**src/rtl/wash_pkg.sv**
```systemverilog
// rtl/wash_pkg.sv - shared state enum, default program tables and BCD byte type
package wash_pkg;

  typedef enum logic [1:0] {
    S_IDLE  = 2'd0,
    S_RUN   = 2'd1,
    S_PAUSE = 2'd2,
    S_DONE  = 2'd3
  } wash_state_t;

  // Phase durations in minutes, phase 2 (spin) .. phase 0 (wash)
  localparam logic [23:0] PH_DUR_DEF = {8'd6, 8'd15, 8'd12};

  // Phase-enable bits per program, mode 5 .. mode 0
  localparam logic [17:0] MODE_MASK_DEF = {3'b100, 3'b110, 3'b010, 3'b011, 3'b001, 3'b111};

  typedef logic [7:0] bcd_byte_t;

endpackage

```
**src/rtl/wash_bin2bcd.sv**
```systemverilog
// rtl/wash_bin2bcd.sv - 8-bit binary to two BCD digits, saturating at 99
module wash_bin2bcd
  import wash_pkg::*;
(
  input  logic [7:0] bin,
  output bcd_byte_t  bcd
);

  logic [3:0] tens;
  logic [3:0] ones;

  // Split into decimal digits; anything above 99 displays as 99
  always_comb begin
    tens = 4'(bin / 8'd10);
    ones = 4'(bin % 8'd10);
    if (bin > 8'd99) begin
      bcd = 8'h99;
    end else begin
      bcd = {tens, ones};
    end
  end

endmodule

```
**src/rtl/wash_sequencer.sv**
```systemverilog
// rtl/wash_sequencer.sv - washing machine program sequencer; WASH_SEQ_AUTO_OFF_EN enables auto power-off
module wash_sequencer
  import wash_pkg::*;
#(
  parameter int                          N_PHASE      = 3,
  parameter int                          N_MODE       = 6,
  parameter int                          SEC_PER_MIN  = 10,
  parameter logic [N_PHASE*8-1:0]        PH_DUR       = PH_DUR_DEF,
  parameter logic [N_MODE*N_PHASE-1:0]   MODE_MASK    = MODE_MASK_DEF,
  parameter int                          ALARM_SEC    = 3,
  parameter int                          AUTO_OFF_SEC = 10
) (
  input  logic                       CLK,
  input  logic                       RST,
  input  logic                       TICK,
  input  logic                       KEY_START,
  input  logic                       KEY_MODE,
  output logic [$clog2(N_MODE)-1:0]  MODE,
  output logic [$clog2(N_PHASE)-1:0] PHASE,
  output logic                       RUN,
  output logic [7:0]                 PH_TIME,
  output logic [7:0]                 TOT_TIME,
  output logic                       FINISH,
  output logic                       ALARM,
  output logic                       POWER_OFF
);

  localparam int MW = $clog2(N_MODE);
  localparam int PW = $clog2(N_PHASE);
  localparam logic [7:0]    SEC_LAST   = 8'(SEC_PER_MIN - 1);
  localparam logic [7:0]    ALARM_LAST = 8'(ALARM_SEC - 1);
  localparam logic [MW-1:0] MODE_LAST  = MW'(N_MODE - 1);

  // A phase runs only when enabled for the program and has non-zero duration
  function automatic logic runnable(input int m, input int p);
    logic       en;
    logic [7:0] dur;
    en  = 1'((MODE_MASK >> (m * N_PHASE + p)));
    dur = 8'((PH_DUR >> (p * 8)));
    return en && (dur != 8'd0);
  endfunction

  // Lowest runnable phase at or above 'from', or -1 when none remains
  function automatic int next_run(input int m, input int from);
    int r;
    r = -1;
    for (int p = N_PHASE - 1; p >= 0; p--) begin
      if (p >= from && runnable(m, p)) r = p;
    end
    return r;
  endfunction

  function automatic logic [7:0] dur_of(input int idx);
    if (idx < 0) return 8'd0;
    return 8'((PH_DUR >> (idx * 8)));
  endfunction

  function automatic logic [7:0] mode_total(input int m);
    logic [7:0] s;
    s = 8'd0;
    for (int p = 0; p < N_PHASE; p++) begin
      if (runnable(m, p)) s = s + dur_of(p);
    end
    return s;
  endfunction

  localparam int            RST_IDX   = next_run(0, 0);
  localparam logic [PW-1:0] RST_PHASE = PW'((RST_IDX < 0) ? 0 : RST_IDX);
  localparam logic [7:0]    RST_PH    = dur_of(RST_IDX);
  localparam logic [7:0]    RST_TOT   = mode_total(0);

  wash_state_t   state_q, state_d;
  logic [MW-1:0] mode_q, mode_d, next_mode, rl_mode;
  logic [PW-1:0] phase_q, phase_d, rl_phase;
  logic [7:0]    ph_time_q, ph_time_d, tot_time_q, tot_time_d;
  logic [7:0]    sec_q, sec_d, alarm_cnt_q, alarm_cnt_d;
  logic [7:0]    rl_ph, rl_tot;
  logic          run_q, run_d, finish_q, finish_d, alarm_q, alarm_d;
  int            rl_idx, nx_idx;
`ifdef WASH_SEQ_AUTO_OFF_EN
  localparam logic [7:0] OFF_LAST = 8'(AUTO_OFF_SEC - 1);
  logic [7:0] off_cnt_q, off_cnt_d;
  logic       power_off_q, power_off_d;
`endif

  // Reload values for the program about to be shown, and the phase after the current one
  always_comb begin
    next_mode = (mode_q == MODE_LAST) ? '0 : mode_q + MW'(1);
    rl_mode   = (state_q == S_IDLE && KEY_MODE && !KEY_START) ? next_mode : mode_q;
    rl_idx    = next_run(int'(rl_mode), 0);
    rl_phase  = PW'((rl_idx < 0) ? 0 : rl_idx);
    rl_ph     = dur_of(rl_idx);
    rl_tot    = mode_total(int'(rl_mode));
    nx_idx    = next_run(int'(mode_q), int'(phase_q) + 1);
  end

  // Next-state and countdown logic; a tick is applied before a same-cycle start key toggles
  always_comb begin
    state_d     = state_q;
    mode_d      = mode_q;
    phase_d     = phase_q;
    ph_time_d   = ph_time_q;
    tot_time_d  = tot_time_q;
    sec_d       = sec_q;
    finish_d    = 1'b0;
    alarm_d     = alarm_q;
    alarm_cnt_d = alarm_cnt_q;
`ifdef WASH_SEQ_AUTO_OFF_EN
    off_cnt_d   = off_cnt_q;
    power_off_d = power_off_q;
`endif
    unique case (state_q)
      S_IDLE: begin
        if (KEY_START) begin
          if (ph_time_q != 8'd0) begin
            state_d = S_RUN;
            sec_d   = 8'd0;
          end
        end else if (KEY_MODE) begin
          mode_d     = next_mode;
          phase_d    = rl_phase;
          ph_time_d  = rl_ph;
          tot_time_d = rl_tot;
          sec_d      = 8'd0;
        end
      end
      S_RUN, S_PAUSE: begin
        if (state_q == S_RUN && TICK) begin
          if (sec_q == SEC_LAST) begin
            sec_d      = 8'd0;
            ph_time_d  = ph_time_q - 8'd1;
            tot_time_d = tot_time_q - 8'd1;
            if (ph_time_q == 8'd1) begin
              if (nx_idx >= 0) begin
                phase_d   = PW'(nx_idx);
                ph_time_d = dur_of(nx_idx);
              end else begin
                state_d     = S_DONE;
                ph_time_d   = 8'd0;
                tot_time_d  = 8'd0;
                finish_d    = 1'b1;
                alarm_d     = 1'b1;
                alarm_cnt_d = 8'd0;
`ifdef WASH_SEQ_AUTO_OFF_EN
                off_cnt_d   = 8'd0;
                power_off_d = 1'b0;
`endif
              end
            end
          end else begin
            sec_d = sec_q + 8'd1;
          end
        end
        if (KEY_START && state_d != S_DONE) begin
          state_d = (state_q == S_RUN) ? S_PAUSE : S_RUN;
        end
      end
      S_DONE: begin
        if (KEY_START || KEY_MODE) begin
          state_d     = S_IDLE;
          phase_d     = rl_phase;
          ph_time_d   = rl_ph;
          tot_time_d  = rl_tot;
          sec_d       = 8'd0;
          alarm_d     = 1'b0;
          alarm_cnt_d = 8'd0;
`ifdef WASH_SEQ_AUTO_OFF_EN
          off_cnt_d   = 8'd0;
          power_off_d = 1'b0;
`endif
        end else if (TICK) begin
          if (alarm_q) begin
            if (alarm_cnt_q == ALARM_LAST) alarm_d = 1'b0;
            else alarm_cnt_d = alarm_cnt_q + 8'd1;
          end
`ifdef WASH_SEQ_AUTO_OFF_EN
          if (!power_off_q) begin
            if (off_cnt_q == OFF_LAST) power_off_d = 1'b1;
            else off_cnt_d = off_cnt_q + 8'd1;
          end
`endif
        end
      end
      default: state_d = S_IDLE;
    endcase
    run_d = (state_d == S_RUN);
  end

  // State and registered outputs, reset to the mode-0 program
  always_ff @(posedge CLK) begin
    if (RST) begin
      state_q     <= S_IDLE;
      mode_q      <= '0;
      phase_q     <= RST_PHASE;
      ph_time_q   <= RST_PH;
      tot_time_q  <= RST_TOT;
      sec_q       <= 8'd0;
      run_q       <= 1'b0;
      finish_q    <= 1'b0;
      alarm_q     <= 1'b0;
      alarm_cnt_q <= 8'd0;
`ifdef WASH_SEQ_AUTO_OFF_EN
      off_cnt_q   <= 8'd0;
      power_off_q <= 1'b0;
`endif
    end else begin
      state_q     <= state_d;
      mode_q      <= mode_d;
      phase_q     <= phase_d;
      ph_time_q   <= ph_time_d;
      tot_time_q  <= tot_time_d;
      sec_q       <= sec_d;
      run_q       <= run_d;
      finish_q    <= finish_d;
      alarm_q     <= alarm_d;
      alarm_cnt_q <= alarm_cnt_d;
`ifdef WASH_SEQ_AUTO_OFF_EN
      off_cnt_q   <= off_cnt_d;
      power_off_q <= power_off_d;
`endif
    end
  end

  wash_bin2bcd u_ph_bcd  (.bin(ph_time_q),  .bcd(PH_TIME));
  wash_bin2bcd u_tot_bcd (.bin(tot_time_q), .bcd(TOT_TIME));

  assign MODE   = mode_q;
  assign PHASE  = phase_q;
  assign RUN    = run_q;
  assign FINISH = finish_q;
  assign ALARM  = alarm_q;
`ifdef WASH_SEQ_AUTO_OFF_EN
  assign POWER_OFF = power_off_q;
`else
  assign POWER_OFF = 1'b0;
`endif

endmodule

```
**config.mk**
```make
export PLATFORM = sky130hd
export DESIGN_NAME = wash_sequencer
export DESIGN_NICKNAME = d
export VERILOG_FILES = /design/src/rtl/wash_pkg.sv /design/src/rtl/wash_bin2bcd.sv /design/src/rtl/wash_sequencer.sv
export SDC_FILE = /design/constraint.sdc
export NUM_CORES = 1
export LEC_CHECK = 0
export CORE_AREA = 4 4 92 94
export DETAILED_ROUTE_END_ITERATION = 12
export DIE_AREA = 0 0 96 98
export PLACE_DENSITY = 0.85
export RECOVER_POWER = 50
export SYNTH_ARGS = -nofsm -noshare
export SYNTH_HDL_FRONTEND = slang
export SYNTH_HIERARCHICAL = 1
export SYNTH_SLANG_ARGS = --single-unit
```
**constraint.sdc**
```tcl
create_clock -name CLK -period 3.45 [get_ports CLK]
set_input_delay 0.345 -clock CLK [delete_from_list [all_inputs] [get_ports CLK]]
set_output_delay 0.345 -clock CLK [all_outputs]
set_load 0.05 [all_outputs]
```
# After elaboration in Yosys (flattened, before gate mapping)

Cells that the tools add are included.

Logic and storage cells: 177
Register bits after elaboration: 42
Output and inout port bits: 25
Input bits: 5

Equal/unequal tests: 22
$mul: 2
Add/subtract/negate cells: 12
Bitwise operators: 5
Reduce and logical (&&, ||, !) cells: 20
Multiplexer cells: 86
Shift-type cells: 8
Divide/modulo/power cells: 4
Order comparisons: 8

Operators by type and width:

| kind                                                               | number |
|---|---|
| two-way mux 8 bit                                                  | 36 |
| two-way mux 32 bit                                                 | 6 |
| right shift 18 x 32 -> 1 bit, first input constant                 | 4 |
| one-hot mux 8 bit (3 select lines)                                 | 3 |
| adder 32 x 2 -> 32 bit, second input constant                      | 2 |
| less-than comparator 32 x 1 -> 1 bit, second input constant        | 2 |
| right shift 19 x 32 -> 8 bit, first input constant                 | 2 |
| two-way mux 2 bit                                                  | 18 |
| adder 32 x 3 -> 32 bit, second input constant                      | 1 |
| greater-or-equal comparator 32 x 1 -> 1 bit, second input constant | 1 |
| != test 2 bit, second input constant                               | 9 |
| right shift 18 x 5 -> 1 bit, first input constant                  | 1 |
| right shift 18 x 6 -> 1 bit, first input constant                  | 1 |
| adder 8 x 1 -> 8 bit, second input constant                        | 2 |
| divider 8 x 4 -> 8 bit, second input constant                      | 2 |
| greater-than comparator 8 x 7 -> 1 bit, second input constant      | 2 |
| remainder unit 8 x 4 -> 8 bit, second input constant               | 2 |
| two-way mux 1 bit                                                  | 16 |
| one-hot mux 8 bit (2 select lines)                                 | 1 |
| subtractor 8 x 1 -> 8 bit, second input constant                   | 2 |
| != test 3 bit, second input constant                               | 4 |
| one-hot mux 2 bit (3 select lines)                                 | 2 |
| multiplier 3 x 2 -> 5 bit, second input constant                   | 2 |
| adder 8 x 3 -> 8 bit, second input constant                        | 1 |
| other kinds (31)                                                   | 45 |

# Logic depth before layout (Yosys ltp)

Word-level depth: 20
Mapped depth: 14
Gate-level depth less buffers: 13

# By module

The synthesis kept the hierarchy.

By module, submodules not included:

| module                    | area each (um2) | sequential area each (um2) | instances | cells an instance |
|---|---|---|---|---|
| wash_sequencer            | 2,876.5         | 840.8                      | 1         | 366 |
| wash_bin2bcd at u_ph_bcd  | 844.6           | 0.0                        | 1         | 136 |
| wash_bin2bcd at u_tot_bcd | 730.7           | 0.0                        | 1         | 114 |

# Worst setup path after synthesis

OpenSTA, ideal clock, no wires.

Kind: register -> register
From: register mode_q[1], in the netlist MODE[1]
To: register alarm_cnt_q[5]
Arrival: 3.056 ns
Clock period less this slack: 3.174 ns
Library setup time: 0.117 ns
Cell stages (with the launch flop): 13
Data required time: 3.333 ns
Setup slack: 0.276 ns
Path buffers: 1
Cells stage by stage: dfxtp_1 -> ha_1 -> inv_1 -> fa_1 -> inv_1 -> ha_1 -> and3_2 -> a211o_2 -> o211ai_1 -> a21oi_2 -> and2_0 -> buf_2 -> a32o_1

Longest elaborated chain between the ends: 10
Elaborated cells between the ends (all ways): 15
Classes of those cells: add/sub (2); mul (1); order compare (1); eq/ne (1); shift (3); mux (3); reduce/logical (4)

RTL lines:

| what                                            | RTL line              | text |
|---|---|---|
| start, declared                                 | wash_sequencer.sv:73  | `logic [MW-1:0] mode_q, mode_d, next_mode, rl_mode;` |
| start signal, assigned                          | wash_sequencer.sv:208 | `mode_q <= mode_d;` |
| multiplier 3 x 2 -> 5 bit (*)                   | wash_sequencer.sv:38  | `en = 1'((MODE_MASK >> (m * N_PHASE + p)));` |
| adder 32 x 3 -> 32 bit                          | wash_sequencer.sv:38  |  |
| right shift 18 x 32 -> 1 bit                    | wash_sequencer.sv:38  |  |
| logical AND 1 bit                               | wash_sequencer.sv:48  | `if (p >= from && runnable(m, p)) r = p;` |
| two-way mux 32 bit (2 in a row)                 | wash_sequencer.sv:48  |  |
| two-way mux 32 bit (*)                          | wash_sequencer.sv:48  |  |
| greater-or-equal comparator 32 x 1 -> 1 bit (*) | wash_sequencer.sv:134 | `if (nx_idx >= 0) begin` |
| != test 2 bit (no source line) (*)              | --                    |  |
| AND reduction 8 bit (no source line) (*)        | --                    |  |
| end signal, assigned                            | wash_sequencer.sv:216 | `alarm_cnt_q <= alarm_cnt_d;` |
| end, declared                                   | wash_sequencer.sv:76  | `logic [7:0] sec_q, sec_d, alarm_cnt_q, alarm_cnt_d;` |

Mark *: on every way between the ends. The rest lies on a longest branch, timed or not.
A chain may end at the register's enable or synchronous reset.

# Worst setup path after layout

From: register mode_q[1], in the netlist MODE[1]
To: register alarm_cnt_q[2]

Same word-level chain as after synthesis.

==> impl_metrics.csv <==
group,metric,value,unit
run_status,status,"complete, no violations",
yosys,yosysMostFrequentCell,"nand2_1",
grt,grt_pass1_wl,18500,um
critical_path,cp_cell_sequence,"ha_1 -> inv_1 -> fa_1 -> inv_1 -> ha_1 -> and3_2 -> a211o_2 -> o211ai_1 -> a21oi_4 -> and2_0 -> a32o_1",
yosys,synth_nets,640,
yosys,synth_edf_count,0,
yosys,syn_area_per_cell,7.23,sq um
timing,slew_viol_final,0,
critical_path,worstRegToRegCells,11,
finish,instances_no_fill,730,
critical_path,crit_slowest_cell,"dfxtp_1",
yosys,synth_seq_cells,42,
timing,clock_skew,5.69,ps
critical_path,cp-start-kind,"register",
timing,fin_hold_ws,516,ps
pwr,p_leak,1.82,nW
clocking,cts.htree.levels,2,
pwr,p_per_area,489,mW/mm^2
pwr,p_comb_share,58.8,%
critical_path,r2r_end,"alarm_cnt_q[2]",
timing,tns,0,ps
clocking,clk_latency,310,ps
run,drv_cap,0,
routing,drtPass1Iterations,5,
yosys,netlist_instances,616,
yosys,async_flop_share,0,%
grt,grt_max_degree,31,
yosys,netlist_top_cells_area,"dfxtp_1 19%, nand2_1 5.6%, a21oi_1 5.3%",
pwr,p_int,1.17,mW
yosys,synthFlopType,"dfxtp_1",
yosys,syn_area,0.00445,sq mm
placed_design,dp_hpwl,7990,um
floorplan,initial_core_util,58.2,%
finish,areaGrowthSynthToFinish,8.12,%
routing,vias_per_cell,6.24,
clocking,cts_resized,0,
routing,drc,0,
placed_design,dpl-instance-area,0.00473,sq mm
finish,n_antenna_cell,0,
yosys,synth_common_cells,"66 x nand2_1, 51 x nor2_1, 47 x a21oi_1, 45 x o21ai_0, 42 x dfxtp_1",
timing,tightest_slew,679,ps
routing,vias,4555,
floorplan,die_h,98,um
critical_path,arrival,3350,ps
timing,hold_viol_final,0,
grt,antenna_found_initial,0,
critical_path,cp-end-kind,"register",
yosys,yosysUniqueCellTypes,95,
pwr,power_frac_seq,26.7,%
routing,drt_wl_total,10900,um
finish,drive_above_1_share,10.7,%
grt,grt_pass1_vias,4115,
pwr,finalPower,2.35,mW
worst_hold_path,whs_endpoint,"sec_q[5]",
timing,min_period,3140,ps
timing,period_share,91.1,%
critical_path,reg2reg_from,"MODE[1]",
timing,setup_slack,308,ps
yosys,yosys_warnings,6,
placed_design,gp_congestion,0.924,
clocking,cts_num_sinks,42,
pwr,clock_power_share,14.5,%
worst_hold_path,worstHoldPathType,"register to register",
worst_hold_path,hold_depth,2,
timing,max_slew_margin,54.7,%
placed_design,port_buffers,28,
timing,rsz0062_at_grt,"false",
finish,fin_area,0.00481,sq mm
clocking,cts_tree,"built",
routing,wl_per_cell,14.9,um
critical_path,crit_required,3660,ps
floorplan,dieArea,0.00941,sq mm
placed_design,dp.cells,722,
clocking,post-cts-setup-buffer-count,0,
grt,grt_overflow,0,
clocking,cts_hold_buf,0,
clocking,cts_buffer_depth,2,
finish,utilization,62.9,%
clocking,cts_made_buffers,5,
floorplan,num_rows,32,
pwr,peakVddDrop,0.268,mV
floorplan,io_pins,30,
critical_path,r2r_setup_slack,310,ps
finish,nNetsFinal,651,
routing,final_antenna_net_count,0,
critical_path,max_stage_delay,490,ps
routing,drt_iter0_drc,320,
grt,grt_usage,23.2,%
timing,finalSetupViolations,0,
pwr,swShare,50.3,%
floorplan,core-area,0.00765,sq mm
yosys,synth_top_area_share,18.9,%
critical_path,path_max_fanout,13,
placed_design,preCtsSetupSlack,247,ps
critical_path,path_class,"register to register",
yosys,yosysSeqAreaShare,18.9,%
timing,max_freq,318,MHz
pwr,switchingPower,1.18,mW
yosys,yosys.area.top_type,"dfxtp_1",
floorplan,fp.dieW,96,um
worst_hold_path,hp-start,"sec_q[5]",
clocking,clk_pin_slew,90,ps
clocking,cts-root-buf,"clkbuf_8",
## layer usage
metal	vias to the layer above	share of wire [%]	global-route usage [%]
met1	2130	45	31.4
met4	0	1.2	6.46
met2	151	48	38.6
met3	10	4.9	2.62
met5	-	0	0
li1	2264	-	-
## worst max-delay path: cells and delay by family, from the launching register on
| kind | cells | cell delay [ps] |
|---|---|---|
| adders and majority gates | 3 | 990 |
| AOI/OAI and AO/OA | 4 | 960 |
| DFF | 1 | 490 |
| and+or+nand+nor | 2 | 450 |
| buffers and inverters | 2 | 130 |
## logic make-up after synthesis
logic type	after synthesis	synth area share, %
AO/OA/AOI/OAI	197	30.9
buffers and inverters	79	8.99
XOR/XNOR	17	3.68
other	1	0.0842
multiplexers	3	0.703
flip-flops	42	18.9
AND/OR/NAND/NOR	257	31.0
adder cells (fa/ha/maj)	20	5.76
## registers in the layout (all words and copies together), names as in the netlist
signal / flops
MODE: 3
sec_q: 8
ALARM: 1
alarm_cnt_q: 8
RUN: 1
PHASE: 2
FINISH: 1
state_q: 2
ph_time_q: 8
tot_time_q: 8
## placed cells by master, fill, tap and decap left out, types with 16 or more instances in the layout
| master | n |
|---|---|
| ha_1 | 18 |
| nand3_1 | 16 |
| nand2_1 | 66 |
| dfxtp_1 | 39 |
| o21ai_0 | 45 |
| inv_1 | 30 |
| nand2b_1 | 20 |
| a21oi_1 | 47 |
| buf_4 | 25 |
| nor3_1 | 17 |
| nor2_1 | 51 |
## worst max path at each step
stage,startpoint,to,slack (ps),cells past startpoint
floorplan,MODE[1],alarm_cnt_q[5],280,12
CTS,ph_time_q[5],PH_TIME[3],30,8
global route,MODE[1],alarm_cnt_q[2],140,11
detailed placement,MODE[1],alarm_cnt_q[2],250,11
finish,MODE[1],alarm_cnt_q[2],310,11
global placement,MODE[1],alarm_cnt_q[2],370,11
## area by class of cell
class	instances	area [sq um]
Inverter	33	124
Clock buffer	5	68.8
Timing Repair Buffer	50	424
Sequential cell	42	845
Fill cell	691	2830
Tap cell	102	128
Clock inverter	3	23.8
Multi-Input combinational cell	495	3200
## power groups by stage
stage	clock network (mW)	logic (mW)	registers [mW]
6_report	0.342	1.38	0.627
5_1_grt	0.360	1.51	0.638
4_1_cts	0.345	1.40	0.625
3_5_place_dp	0	1.39	0.636
3_3_place_gp	0	1.37	0.631
2_1_floorplan	0	1.07	0.629
Note: power is estimated with default switching activity, not from simulation.
